[src/rtl/mem_port_arbiter.sv]
// Shared memory port arbiter for the multicycle core: grants IF or MEM access,
// runs one valid/ready transfer at a time and aborts transfers that wait too long.
module mem_port_arbiter #(
    parameter int unsigned MAX_WAIT = 15,   // legal range 1..255
    parameter int unsigned DATA_W   = 32
) (
    input  logic              CLK,
    input  logic              RST_N,
    input  logic              IF_Req,
    input  logic [DATA_W-1:0] IF_Addr,
    output logic              IF_Ack,
    output logic [DATA_W-1:0] IF_Data,
    input  logic              MEM_Req,
    input  logic              MEM_We,
    input  logic [DATA_W-1:0] MEM_Addr,
    input  logic [DATA_W-1:0] MEM_WData,
    output logic              MEM_Ack,
    output logic [DATA_W-1:0] MEM_RData,
    output logic              Mem_Sel,
    output logic              Mem_Valid,
    output logic [DATA_W-1:0] Mem_Addr,
    output logic [DATA_W-1:0] Mem_WData,
    output logic              Mem_We,
    input  logic              Mem_Ready,
    input  logic [DATA_W-1:0] Mem_RData,
    output logic              Err
);

    localparam int unsigned WAIT_W   = 8;
    localparam int unsigned STREAK_W = 2;

    localparam logic [WAIT_W-1:0]   WAIT_LAST   = WAIT_W'(MAX_WAIT - 1);
    localparam logic [STREAK_W-1:0] STREAK_FAIR = STREAK_W'(2);
    localparam logic [STREAK_W-1:0] STREAK_MAX  = STREAK_W'(3);

    typedef enum logic [1:0] {
        ST_IDLE = 2'd0,
        ST_BUSY = 2'd1,
        ST_DONE = 2'd2
    } state_e;

    state_e              state_q,     state_d;
    logic                sel_q,       sel_d;
    logic                valid_q,     valid_d;
    logic                if_ack_q,    if_ack_d;
    logic                mem_ack_q,   mem_ack_d;
    logic                err_q,       err_d;
    logic [WAIT_W-1:0]   wait_q,      wait_d;
    logic [STREAK_W-1:0] streak_q,    streak_d;
    logic [DATA_W-1:0]   if_data_q,   if_data_d;
    logic [DATA_W-1:0]   mem_rdata_q, mem_rdata_d;

    logic grant_c;
    logic grant_mem_c;
    logic finish_c;
    logic timeout_c;

    // State and registered outputs
    always_ff @(posedge CLK) begin
        if (!RST_N) begin
            state_q     <= ST_IDLE;
            sel_q       <= 1'b0;
            valid_q     <= 1'b0;
            if_ack_q    <= 1'b0;
            mem_ack_q   <= 1'b0;
            err_q       <= 1'b0;
            wait_q      <= '0;
            streak_q    <= '0;
            if_data_q   <= '0;
            mem_rdata_q <= '0;
        end else begin
            state_q     <= state_d;
            sel_q       <= sel_d;
            valid_q     <= valid_d;
            if_ack_q    <= if_ack_d;
            mem_ack_q   <= mem_ack_d;
            err_q       <= err_d;
            wait_q      <= wait_d;
            streak_q    <= streak_d;
            if_data_q   <= if_data_d;
            mem_rdata_q <= mem_rdata_d;
        end
    end

    // Next state: arbitration in IDLE, completion or timeout in BUSY
    always_comb begin
        state_d     = state_q;
        wait_d      = wait_q;
        grant_c     = 1'b0;
        grant_mem_c = 1'b0;
        finish_c    = 1'b0;
        timeout_c   = 1'b0;
        case (state_q)
            ST_IDLE: begin
                if (IF_Req || MEM_Req) begin
                    grant_c     = 1'b1;
                    // MEM wins ties until it has won twice in a row over a waiting IF
                    grant_mem_c = MEM_Req && !(IF_Req && (streak_q == STREAK_FAIR));
                    state_d     = ST_BUSY;
                    wait_d      = '0;
                end
            end
            ST_BUSY: begin
                if (Mem_Ready) begin
                    finish_c = 1'b1;
                    state_d  = ST_DONE;
                end else begin
                    wait_d = wait_q + WAIT_W'(1);
                    if (wait_q == WAIT_LAST) begin
                        timeout_c = 1'b1;
                        finish_c  = 1'b1;
                        state_d   = ST_DONE;
                    end
                end
            end
            ST_DONE: begin
                state_d = ST_IDLE;
            end
            default: begin
                state_d = ST_IDLE;
            end
        endcase
    end

    // Next values of the registered outputs, streak counter and data capture
    always_comb begin
        sel_d       = sel_q;
        streak_d    = streak_q;
        if_data_d   = if_data_q;
        mem_rdata_d = mem_rdata_q;
        valid_d     = (state_d == ST_BUSY);
        if_ack_d    = finish_c & ~sel_q;
        mem_ack_d   = finish_c & sel_q;
        err_d       = timeout_c;

        if (grant_c) begin
            sel_d = grant_mem_c;
            if (!grant_mem_c) begin
                streak_d = '0;
            end else if (IF_Req && (streak_q != STREAK_MAX)) begin
                streak_d = streak_q + STREAK_W'(1);
            end
        end

        // An aborted transfer returns zero to the requester
        if (finish_c) begin
            if (sel_q) begin
                mem_rdata_d = timeout_c ? '0 : Mem_RData;
            end else begin
                if_data_d = timeout_c ? '0 : Mem_RData;
            end
        end
    end

    assign Mem_Addr  = sel_q ? MEM_Addr : IF_Addr;
    assign Mem_WData = MEM_WData;
    assign Mem_We    = valid_q & sel_q & MEM_We;

    assign Mem_Sel   = sel_q;
    assign Mem_Valid = valid_q;
    assign IF_Ack    = if_ack_q;
    assign MEM_Ack   = mem_ack_q;
    assign Err       = err_q;
    assign IF_Data   = if_data_q;
    assign MEM_RData = mem_rdata_q;

endmodule

[config.mk]
export PLATFORM = sky130hd
export DESIGN_NAME = mem_port_arbiter
export DESIGN_NICKNAME = d
export VERILOG_FILES = /design/src/rtl/mem_port_arbiter.sv
export SDC_FILE = /design/constraint.sdc
export NUM_CORES = 1
export LEC_CHECK = 0
export CAP_MARGIN = 20
export CORE_MARGIN = 5
export CORE_UTILIZATION = 39
export DETAILED_ROUTE_END_ITERATION = 8
export PLACE_DENSITY_LB_ADDON = 0.2
export SYNTH_ARGS = -nofsm -noshare
export SYNTH_HDL_FRONTEND = slang
export SYNTH_SLANG_ARGS = --single-unit
[constraint.sdc]
create_clock -name CLK -period 2.4 [get_ports CLK]
set_clock_uncertainty 0.15 [all_clocks]
set_input_delay 0.36 -clock CLK [delete_from_list [all_inputs] [get_ports CLK]]
set_output_delay 0.36 -clock CLK [all_outputs]
set_load 0.1 [all_outputs]
==> metrics.txt <==
count of pins over their slew limit=0; Yosys warning count=0; Vias/cell=5.20; initial DRC count=267; r2r setup slk=590 ps; cts repair resizes=0; Starting Density=39.4%; Comb power frac=37.0%; Power Dens Cells=622 nW/um^2; switching portion of total power=37.9%; via count=3860; routed wire length=13400 microns; Int Pwr=2.42 mW; Syn Inst Count=447; Placement Cell Area=6060 sq um; synthesized flop and latch total=81; R2R Path Start=wait_q[0]; Die Wd=111 microns; ANT nets after route=0; critical path endpoint=Mem_Addr[26]; crit path capture type=output port; global routing usage on met3=8.35%; P_leak=2.42 nW; Min-Delay Path Class=in -> reg; placed cell count=727; CTS root buffer=clkbuf_8; Max Cap Viol=0; Psw=1.48 mW; final setup violation count=0; actual slew at the worst max-slew pin=433 ps; grt met2 use=38.0%; Clk pin slew, worst setup/hold paths=80 ps; RR Endpoint=IF_Data[16]; I/O pins=268; unrepaired setup endpoints after global routing=no; Peak VDD IR=0.355 mV; outcome=finished, final reports clean; crit start category=flip-flop; drt wl/cell=18.0 microns; placed wire-length estimate=10300 microns; postcts setup bufs=0; Most used DFF post-synth=dfxtp_1; setup TNS=0 ps; Skew-Pair Late Insertion Delay=350 ps; overall routing resource usage=20.8%; reg2reg path depth=6; Final Wtd Congestion=0.823; Post-synth ARST share=0%; Clock Tree Buf Depth=2; Core ar.=10100 sq um; critical path data required time=1890 ps; # hold bufs at CTS=0; Final period util=83.2%; Seq/Total Area, Yosys=40.6%; grt met1 use=22.2%; fmax=501 MHz; final instance area=6270 sq um; Cell Rows=37; share of layout cells above drive strength 1=28.3%; global route hottest layer=met2; # DRC=0; CTS tree=yes; pin count of the biggest net entering global routing=43; CTS H-Tree Depth=3; initial antenna violation count=0; Yosys cell types=37; Mapped Nets=585; Hold Fails Final Rpt=0; slew margin rel.=70.8%; CTS Buf Count=9; Synth Area per Inst=8.93 sq um; # clock sinks=81; Area Growth Syn to Fin=57.2%; IO Port Bufs=203; Cell Area, Synth=3990 sq um; first-pass GRT wire length=21000 microns; min Tclk post-route=2000 ps; Vert. Die Dim=111 microns; CP max-delay cell=mux2_2; Final Non-Filler Cells=743; DR pass1 iterations=4; Worst Path Arrival=1490 ps; Max FO, Critical Path=14; Layout Nets=740; crit path cell chain=buf_4, mux2_2, buf_12; Overflow after GRT=0; max incr delay on CP=380 ps; vias in the first global route=3938; sequential fraction of design power=36.1%; Die ar.=12400 sq um; ANT cells=0; Critical Path Source=Mem_Sel; number of flops mapped to enable cells by yosys=0; Clk pwr share=26.8%; crit path kind=reg -> out
==> cell usage in the layout, fill, tap and decap left out, types with 9 or more instances in the layout <==
| master | n |
|---|---|
| clkdlybuf4s50_1 | 99 |
| dfxtp_1 | 80 |
| buf_4 | 77 |
| nand3_1 | 70 |
| a21boi_1 | 65 |
| o21ai_1 | 39 |
| buf_12 | 37 |
| mux2_2 | 32 |
| o21ai_0 | 28 |
| clkbuf_8 | 10 |
| nor2_1 | 9 |
==> kinds of logic after synthesis <==
kind of cell / share of synthesized area (%)
xor+xnor: 1.10
mux: 9.28
simple gates: 14.7
buf+inv: 11.0
fa+ha+maj: 1.25
compound gates: 22.1
flops: 40.6
==> how the worst min path moves through the flow <==
stage	from	end	slack (ps)	depth (start not counted)
floorplan	streak_q[1]	streak_q[1]	310	2
global placement	IF_Data[15]	IF_Data[15]	310	2
detailed placement	IF_Data[1]	IF_Data[1]	320	2
CTS	Mem_Ready	Err	150	2
global route	Mem_Ready	Err	150	2
finish	Mem_Ready	Err	170	2
==> flip-flops by register name (all words and copies together) (netlist names) <==
name,cells
streak_q,2
MEM_Ack,1
MEM_RData,32
IF_Ack,1
state_q,2
Mem_Sel,1
Err,1
Mem_Valid,1
wait_q,8
IF_Data,32
==> per-stage QoR <==
step                      hold WS (ps)  utilization [%]  power [mW]  setup slack (ps)
after global placement             312             59.8        2.88               424
after floorplan                    305                -        2.59               131
final                              166             61.9        3.91               403
after detailed placement           319             59.8        2.90               362
after CTS                          149             61.9        3.95               372
after global routing               154             61.9        4.05               335
==> layout make-up <==
cell class,count,area [sq um]
timing repair buffer,215,2320
fill,891,3860
inverter,2,7.51
clock inverter,6,75.1
sequential,81,1620
tap,136,170
multi-input combinational,293,1940
clock buffer,10,138
==> synthesized netlist by cell type, types with 2 or more instances <==
library cell	n	share of area [%]
a21boi_1	65	12
a21oi_1	4	0.50
and2_1	4	0.63
and3_1	2	0.31
buf_1	3	0.28
buf_2	9	1.1
buf_4	33	6.2
buf_6	4	1.1
clkbuf_1	22	2.1
dfxtp_1	81	41
ha_1	4	1.3
inv_1	2	0.19
mux2_2	32	9.0
nand2_1	7	0.66
nand2b_1	2	0.31
nand3_1	70	8.8
nand4_1	3	0.47
nor2_1	9	0.85
nor2b_1	2	0.31
o21ai_0	28	3.5
o21ai_1	39	4.9
or3_1	4	0.63
xor2_1	4	0.88
==> per-layer routing <==
layer	vias up	wire length, microns
met5	-	0
met4	0	172
met3	14	1250
met2	169	6990
met1	1810	4970
li1	1867	-
==> worst max-delay path, delay by kind of cell, from the launching register on <==
| family | cells | cell delay [ps] |
|---|---|---|
| buffers and inverters | 2 | 400 |
| multiplexers | 1 | 380 |
| flip-flops | 1 | 360 |
==> power groups by stage <==
stage | sequential, mW | clock, mW | combinational [mW]
after detailed placement | 1.44 | 0 | 1.45
after global placement | 1.44 | 0 | 1.45
after CTS | 1.41 | 1.09 | 1.46
after floorplan | 1.70 | 0 | 0.889
after global routing | 1.42 | 1.14 | 1.50
final | 1.41 | 1.05 | 1.45
(Power assumes the default switching activity.)
